**src/rtl/ecc_decoder.sv**
```systemverilog
// Two-stage Hamming SEC decoder for the cache read path: syndrome in stage 1,
// position decode and single-bit correction in stage 2, plus saturating error counters.
module ecc_decoder #(
   parameter int DATA_W = 32,
   parameter int CODE_W = 6,
   parameter int CNT_W  = 16
) (
   input  logic              i_clk,
   input  logic              i_rst,
   input  logic [DATA_W-1:0] i_data,
   input  logic [CODE_W-1:0] i_code,
   input  logic              i_vld,
   input  logic              i_cnt_clr,
   output logic [DATA_W-1:0] o_data,
   output logic              o_vld,
   output logic              o_err_corr,
   output logic              o_err_uncorr,
   output logic [CODE_W-1:0] o_syndrome,
   output logic [CNT_W-1:0]  o_corr_cnt,
   output logic [CNT_W-1:0]  o_uncorr_cnt
);

   localparam int LAST_POS = DATA_W + CODE_W;

   // Codeword position of data bit j: the j-th non-power-of-two position from 3 upward.
   function automatic int data_pos(input int j);
      int cnt;
      data_pos = 0;
      cnt      = 0;
      for (int p = 1; p <= LAST_POS; p++) begin
         if ((p & (p - 1)) != 0) begin
            if (cnt == j) data_pos = p;
            cnt++;
         end
      end
   endfunction

   function automatic logic [CODE_W-1:0] calc_code(input logic [DATA_W-1:0] d);
      logic [CODE_W-1:0] c;
      int                pos;
      c = '0;
      for (int j = 0; j < DATA_W; j++) begin
         pos = data_pos(j);
         for (int k = 0; k < CODE_W; k++) begin
            if (pos[k]) c[k] = c[k] ^ d[j];
         end
      end
      return c;
   endfunction

   function automatic logic [CNT_W-1:0] sat_inc(input logic [CNT_W-1:0] c);
      return (&c) ? c : c + {{(CNT_W-1){1'b0}}, 1'b1};
   endfunction

   logic [DATA_W-1:0] data_p1;
   logic [CODE_W-1:0] syn_p1;
   logic              vld_p1;

   logic [DATA_W-1:0] corr_data;
   logic              uncorr;
   logic              corr;

   // Stage 1: capture data and syndrome
   always_ff @(posedge i_clk or posedge i_rst) begin
      if (i_rst) begin
         data_p1 <= '0;
         syn_p1  <= '0;
         vld_p1  <= 1'b0;
      end else begin
         data_p1 <= i_data;
         syn_p1  <= i_code ^ calc_code(i_data);
         vld_p1  <= i_vld;
      end
   end

   // Clean and check-bit syndromes never match a data position, so only data hits flip.
   always_comb begin
      corr_data = data_p1;
      uncorr    = (int'(syn_p1) > LAST_POS);
      corr      = (syn_p1 != '0) && !uncorr;
      for (int j = 0; j < DATA_W; j++) begin
         if (data_pos(j) == int'(syn_p1)) corr_data[j] = ~data_p1[j];
      end
   end

   // Stage 2: corrected word and valid-qualified flags
   always_ff @(posedge i_clk or posedge i_rst) begin
      if (i_rst) begin
         o_data       <= '0;
         o_syndrome   <= '0;
         o_vld        <= 1'b0;
         o_err_corr   <= 1'b0;
         o_err_uncorr <= 1'b0;
      end else begin
         o_data       <= corr_data;
         o_syndrome   <= syn_p1;
         o_vld        <= vld_p1;
         o_err_corr   <= vld_p1 & corr;
         o_err_uncorr <= vld_p1 & uncorr;
      end
   end

   // Counters: one cycle behind stage 2; clear wins over a same-cycle increment
   always_ff @(posedge i_clk or posedge i_rst) begin
      if (i_rst) begin
         o_corr_cnt   <= '0;
         o_uncorr_cnt <= '0;
      end else if (i_cnt_clr) begin
         o_corr_cnt   <= '0;
         o_uncorr_cnt <= '0;
      end else begin
         if (o_vld && o_err_corr)   o_corr_cnt   <= sat_inc(o_corr_cnt);
         if (o_vld && o_err_uncorr) o_uncorr_cnt <= sat_inc(o_uncorr_cnt);
      end
   end

endmodule
```
**config.mk**
```make
export PLATFORM = sky130hd
export DESIGN_NAME = ecc_decoder
export DESIGN_NICKNAME = d
export VERILOG_FILES = /design/src/rtl/ecc_decoder.sv
export SDC_FILE = /design/constraint.sdc
export NUM_CORES = 1
export LEC_CHECK = 0
export CAP_MARGIN = 25
export CORE_MARGIN = 10
export CORE_UTILIZATION = 50
export DETAILED_ROUTE_END_ITERATION = 16
export PLACE_DENSITY_LB_ADDON = 0.05
export SLEW_MARGIN = 30
export SYNTH_ARGS = -nofsm -noshare
export SYNTH_HDL_FRONTEND = slang
export SYNTH_SLANG_ARGS = --single-unit
```
**constraint.sdc**
```tcl
create_clock -name i_clk -period 4.1 [get_ports i_clk]
set_input_delay 0.82 -clock i_clk [delete_from_list [all_inputs] [get_ports i_clk]]
set_output_delay 0.82 -clock i_clk [all_outputs]
set_load 0.02 [all_outputs]
```
==> metrics, run 1 <==
post-DR wirelength/cell=16.7 um; setup TNS=0 ns; Avg Cell Area, Syn=between 10 and 15 um2; Distinct cells, synth=37; P_sw=between 0.9 and 1 mW; Seq pwr share=0.480; hold crit path type=reg2reg; die area=between 10000 and 15000 um2; Final GP Congestion=0.877; R2R depth=6; status=finished, final reports clean; Via density=5.06; initial antenna violation count=0; antenna-violating nets left=0; Seq cells post-synth=112; cell count after synthesis=420; R2R Path Start=o_corr_cnt[0]; Clock Latency Late Sink=approximately 0.36 ns; CP Data Arrival Time=1.51 ns; total routed wirelength=11200 um; Starting DRT DRC Count=195; placed insts=653; H-tree levels=3; CP max FO=6; Logic pwr share=0.297; peak supply drop=265 uV; vias in the first global route=between 3k and 4k; Slew @ Worst Pin=roughly 0.86 ns; slowest cell delay on critical path=0.66 ns; CP Cell Sequence=clkdlybuf4s50_1; CTS sink count=112; worst rel slew slack=0.426; flop2flop setup slack=~2.1 ns; dominant cells by area after synthesis=dfrtp_1 (58%), xnor2_1 (19%), nand3_1 (3.6%), nor2_1 (2.9%), xor2_1 (2.0%); dpl ws=1.54 ns; area share of the largest cell type after synthesis=0.576; CTS Root Cell=clkbuf_8; Layout Area Growth over Synthesis=30.3%; worst path bufs/invs=1; count leader, synth=dfrtp_1; synthesized cell area=slightly below 5000 um2; number of synthesized flops with an enable pin=0; PnR worst setup slack=1.77 ns; DR pass1 iterations=4; CP top delay family=buffers and inverters; Die W=about 120 um; Seq/Total Area, Yosys=0.576; Num CTS Buffers=9; post-DP HPWL=8540 um; largest net degree at the start of global routing=65; CP startpoint=o_corr_cnt[2]; Setup crit end kind=output pin; clk slew on worst S/H paths=0.11 ns; Nets=579; GR Util All Layers=0.160; final hold vios=0; unrepaired setup endpoints after global routing=no; num ports=115; Post-CTS Setup Bufs=0; RR Endpoint=o_corr_cnt[7]; Cell Rows=35; share of flip-flops with an asynchronous set or reset=1.00; Critical Path Source Type=flip-flop; Final Cycle Share=0.569; leak pwr=2.43 nW; Achievable Freq=0.428 GHz; Finished Layout Cells=669; Die Ht=119 um; Buffers on Ports=between 100 and 150; first-pass GRT wire length=between 15000 and 20000 um; Top FF cell, synth=dfrtp_1; Slowest-stage cell, CP=clkdlybuf4s50_1; clk_skew=around 0.018 ns; Power Dens Cells=440 nW/um2; # Max-Cap Violations=0; Starting Density=0.519; DRC errors left=0; via count=3382; Required @ worst endpoint=roughly 3.3 ns; post-cts resize count=0; Core ar.=9370 um2; Mapped Nets=approximately 460; post-cts hold buffer count=0; Setup CP Type=reg2out; Warnings, synthesis=0; Ant. Diodes=0; worst hold endpoint=o_data[6]; layout cell share with drive strength beyond 1=0.0463; clock power share=0.223; TritonCTS clock tree=yes; Yosys top cell by area=dfrtp_1; Hold Startpoint=data_p1[6]; Post-synth top cells=dfrtp_1 (112), xnor2_1 (106), nor2_1 (38); final setup fails=0; Tmin final=2.33 ns; Final Slew Violations=0; switch share=0.335; Internal=1.86 mW; grt ovf=0; Max clock buf depth=2; Worst Hold Depth=1
[logic make-up after synthesis]
| kind of cell | after synthesis | share of synthesized area |
|---|---|---|
| simple gates | 152 | 0.160 |
| xor+xnor | 118 | 0.215 |
| flops | 112 | 0.576 |
| compound gates | 19 | 0.0278 |
| fa+ha+maj | 2 | 0.00514 |
| mux | 2 | 0.00411 |
| buf+inv | 15 | 0.0123 |
[stage by stage]
| step | hold WS (ns) | area (um2) | total power [mW] | utilization |
|---|---|---|---|---|
| after detailed placement | 0.394 | 6150 | 2.20 | 0.656 |
| final | 0.427 | 6340 | 2.79 | 0.677 |
| after CTS | 0.425 | 6340 | 2.83 | 0.677 |
| after global routing | 0.446 | 6340 | 2.95 | 0.677 |
| after global placement | 0.383 | 6150 | 2.19 | 0.656 |
| after floorplan | 0.367 | 4870 | 1.84 | - |
[worst max-delay path by stage]
stage | to | cells past startpoint
global placement | syn_p1[0] | 5
finish | o_corr_cnt[2] | 1
global route | o_corr_cnt[2] | 1
floorplan | data_p1[0] | 1
detailed placement | syn_p1[0] | 5
CTS | o_corr_cnt[2] | 1
[area by class of cell]
type                            count  area [um2]
Multi-Input combinational cell    293        2010
Inverter                            3        13.8
Clock buffer                       11         151
Sequential cell                   112        2800
Clock inverter                      5        38.8
Timing Repair Buffer              116        1170
Fill cell                         784        3030
Tap cell                          129         161
[power by group through the flow]
| stage | registers, mW | clock network [mW] | logic [mW] |
|---|---|---|---|
| after floorplan | 1.44 | 0 | 0.392 |
| after global placement | 1.36 | 0 | 0.831 |
| after detailed placement | 1.36 | 0 | 0.841 |
| after CTS | 1.34 | 0.645 | 0.845 |
| after global routing | 1.36 | 0.700 | 0.892 |
| final | 1.34 | 0.623 | 0.830 |
[routing by layer]
| layer | wire (um) | track usage | vias to the layer above | share of wire |
|---|---|---|---|---|
| met1 | 4660 | 0.190 | 1646 | 0.42 |
| met5 | 0 | 0 | - | 0 |
| li1 | - | - | 1630 | - |
| met4 | 189 | 0.0481 | 0 | 0.017 |
| met3 | 595 | 0.0471 | 13 | 0.053 |
| met2 | 5730 | 0.275 | 93 | 0.51 |
[state kept, by name, summed over array words and instances, names as in the netlist]
register,count
data_p1,32
o_data,32
o_corr_cnt,16
o_uncorr_cnt,16
o_syndrome,6
syn_p1,6
o_err_corr,1
o_err_uncorr,1
o_vld,1
vld_p1,1
[cells in the final DEF (no fill, tap or decap), types with 3 or more instances in the layout]
cell type	n
or3_1	3
nand3_1	35
xnor2_1	106
a21oi_1	5
nand2_1	24
clkdlybuf4s50_1	114
nor4_1	4
clkbuf_8	11
nand4_1	7
dfrtp_1	112
and4_1	3
nor3_1	18
xor2_1	11
nor2b_1	7
a211oi_1	4
nor2_1	38
nor3b_1	3
a31oi_1	3
Note: power is estimated with default switching activity, not from simulation.
==> run 2: changes to the inputs <==
- CORE_UTILIZATION: 50 -> 45
- clock period: 4.1 -> 2 ns (I/O delays scaled with it)
==> metrics, run 2 (same netlist as run 1, synthesis figures left out) <==
status=finished, final reports clean; vias in the first global route=about 3.7k; R2R depth=5; setup TNS=0 ns; Tmin final=1.91 ns; GR Util All Layers=0.157; Achievable Freq=0.523 GHz; leak pwr=2.58 nW; post-DP HPWL=8840 um; placed inst area=6360 um2; Cell Rows=37; Fillers=880; post-DR wirelength/cell=around 17 um; Slowest-stage cell, CP=clkdlybuf4s50_1; DR pass1 iterations=4; largest net degree at the start of global routing=113; CP Cell Sequence=clkdlybuf4s50_1; post-cts resize count=0; Final Cycle Share=0.956; most frequent cells in the layout=clkdlybuf4s50_1 (114), dfrtp_1 (112), xnor2_1 (106), nor2_1 (38), nand3_1 (35); worst rel slew slack=0.616; Hold Startpoint=vld_p1; Die W=124 um; Nets=606; Layout Area Growth over Synthesis=35.4%; grt ovf=0; CP top delay family=buffers and inverters; via count=3497; Clock Latency Late Sink=0.37 ns; flop2flop setup slack=between 0.2 and 0.25 ns; CTS Root Cell=clkbuf_8; cell area after layout=approximately 6600 um2; R2R Path Start=o_corr_cnt[3]; antenna-violating nets left=0; Slew @ Worst Pin=0.577 ns; peak supply drop=430 uV; TritonCTS clock tree=yes; CP Data Arrival Time=1.51 ns; CP max FO=8; layout cell share with drive strength beyond 1=0.0917; overall power=just over 6 mW; slowest cell delay on critical path=0.66 ns; Via density=approximately 5.0; final setup fails=0; die area=15400 um2; Setup crit end kind=output pin; Final Slew Violations=0; total routed wirelength=roughly 12000 um; placed insts=686; Starting Density=0.467; Power Dens Cells=between 900 and 1000 nW/um2; first-pass GRT wire length=18900 um; CTS sink count=about 110; Worst Hold Depth=0; unrepaired setup endpoints after global routing=no; final hold vios=0; Num CTS Buffers=9; # Max-Cap Violations=0; clk slew on worst S/H paths=0.10 ns; Starting DRT DRC Count=234; Setup CP Type=reg2out; worst hold endpoint=o_vld; Core ar.=10400 um2; worst path bufs/invs=1; Critical Path Source Type=flip-flop; Finished Layout Cells=703; clk_skew=0.0134 ns; DRC errors left=0; Required @ worst endpoint=1.60 ns; Max clock buf depth=2; RR Endpoint=o_corr_cnt[13]; num ports=115; Buffers on Ports=roughly 110; hold crit path type=reg2reg; Ant. Diodes=0; biggest regs=data_p1 x32, o_data x32; leading cell type in the layout, fill and taps excluded=clkdlybuf4s50_1; Final GP Congestion=0.831; Die Ht=124 um; initial antenna violation count=0; Hold WS=0.417 ns; H-tree levels=3
run 2: changes by cell type in the layout (fill, tap and decap cells not counted), sizes merged:
| cell | change |
|---|---|
| clkinv | -1 |
| inv | -1 |
| buf | +27 |
| bufinv | +2 |
| clkbuf | -1 |
| clkinvlp | +1 |
run 2: worst max path at each step:
stage | startpoint | end | slack (ns) | cells past startpoint
floorplan | o_corr_cnt[0] | o_corr_cnt[7] | 0.19 | 6
global placement | i_data[10] | syn_p1[0] | -0.04 | 5
detailed placement | i_data[10] | syn_p1[0] | -0.08 | 5
CTS | o_uncorr_cnt[3] | o_uncorr_cnt[3] | 0.06 | 1
global route | o_uncorr_cnt[3] | o_uncorr_cnt[3] | 0.02 | 1
finish | o_uncorr_cnt[3] | o_uncorr_cnt[3] | 0.09 | 1
run 2: timing repair:
item	4_1_cts	5_1_grt
endpoints found under the setup margin	0	1
hold buffers	0	0
hold endpoints to repair	0	0
setup buffers	0	1
run 2: final cells by class:
cell class              count  area, um2  share of cell area
repair buffers            143       1370               0.208
multi-input cells         293       2010               0.304
clock inverters             6       90.1              0.0137
flip-flops and latches    112       2800               0.425
well taps                 136        170              0.0258
clock buffers              10        138              0.0209
inverters                   3       15.0             0.00228
run 2: report_power, final:
part	leakage, nW	switching [mW]	total, mW	internal (mW)
combinational	1.09	0.982	1.83	0.847
sequential	1.38	0.204	2.73	2.53
clock	0.113	0.763	1.51	0.745
run 2: per-layer routing:
layer	wire length [um]	global-route usage	share of wire	up-vias
li1	-	-	-	1686
met1	4870	0.190	0.42	1709
met2	5890	0.270	0.51	89
met3	738	0.0330	0.063	13
met4	157	0.0561	0.013	0
met5	0	0	0	-
run 2: per-stage QoR:
stage	utilization	setup slack, ns
6_report	0.633	0.0888
5_1_grt	0.633	0.0233
4_1_cts	0.632	0.0627
3_5_place_dp	0.610	-0.0754
3_3_place_gp	0.610	-0.0374
2_1_floorplan	-	0.194
==> run 3: changes to the inputs <==
- CAP_MARGIN: 25 -> 20
- CTS_CLUSTER_SIZE: default -> 20
==> results of run 3 <==
Same layout as run 2: the final DEF is identical, and so are final timing and power.
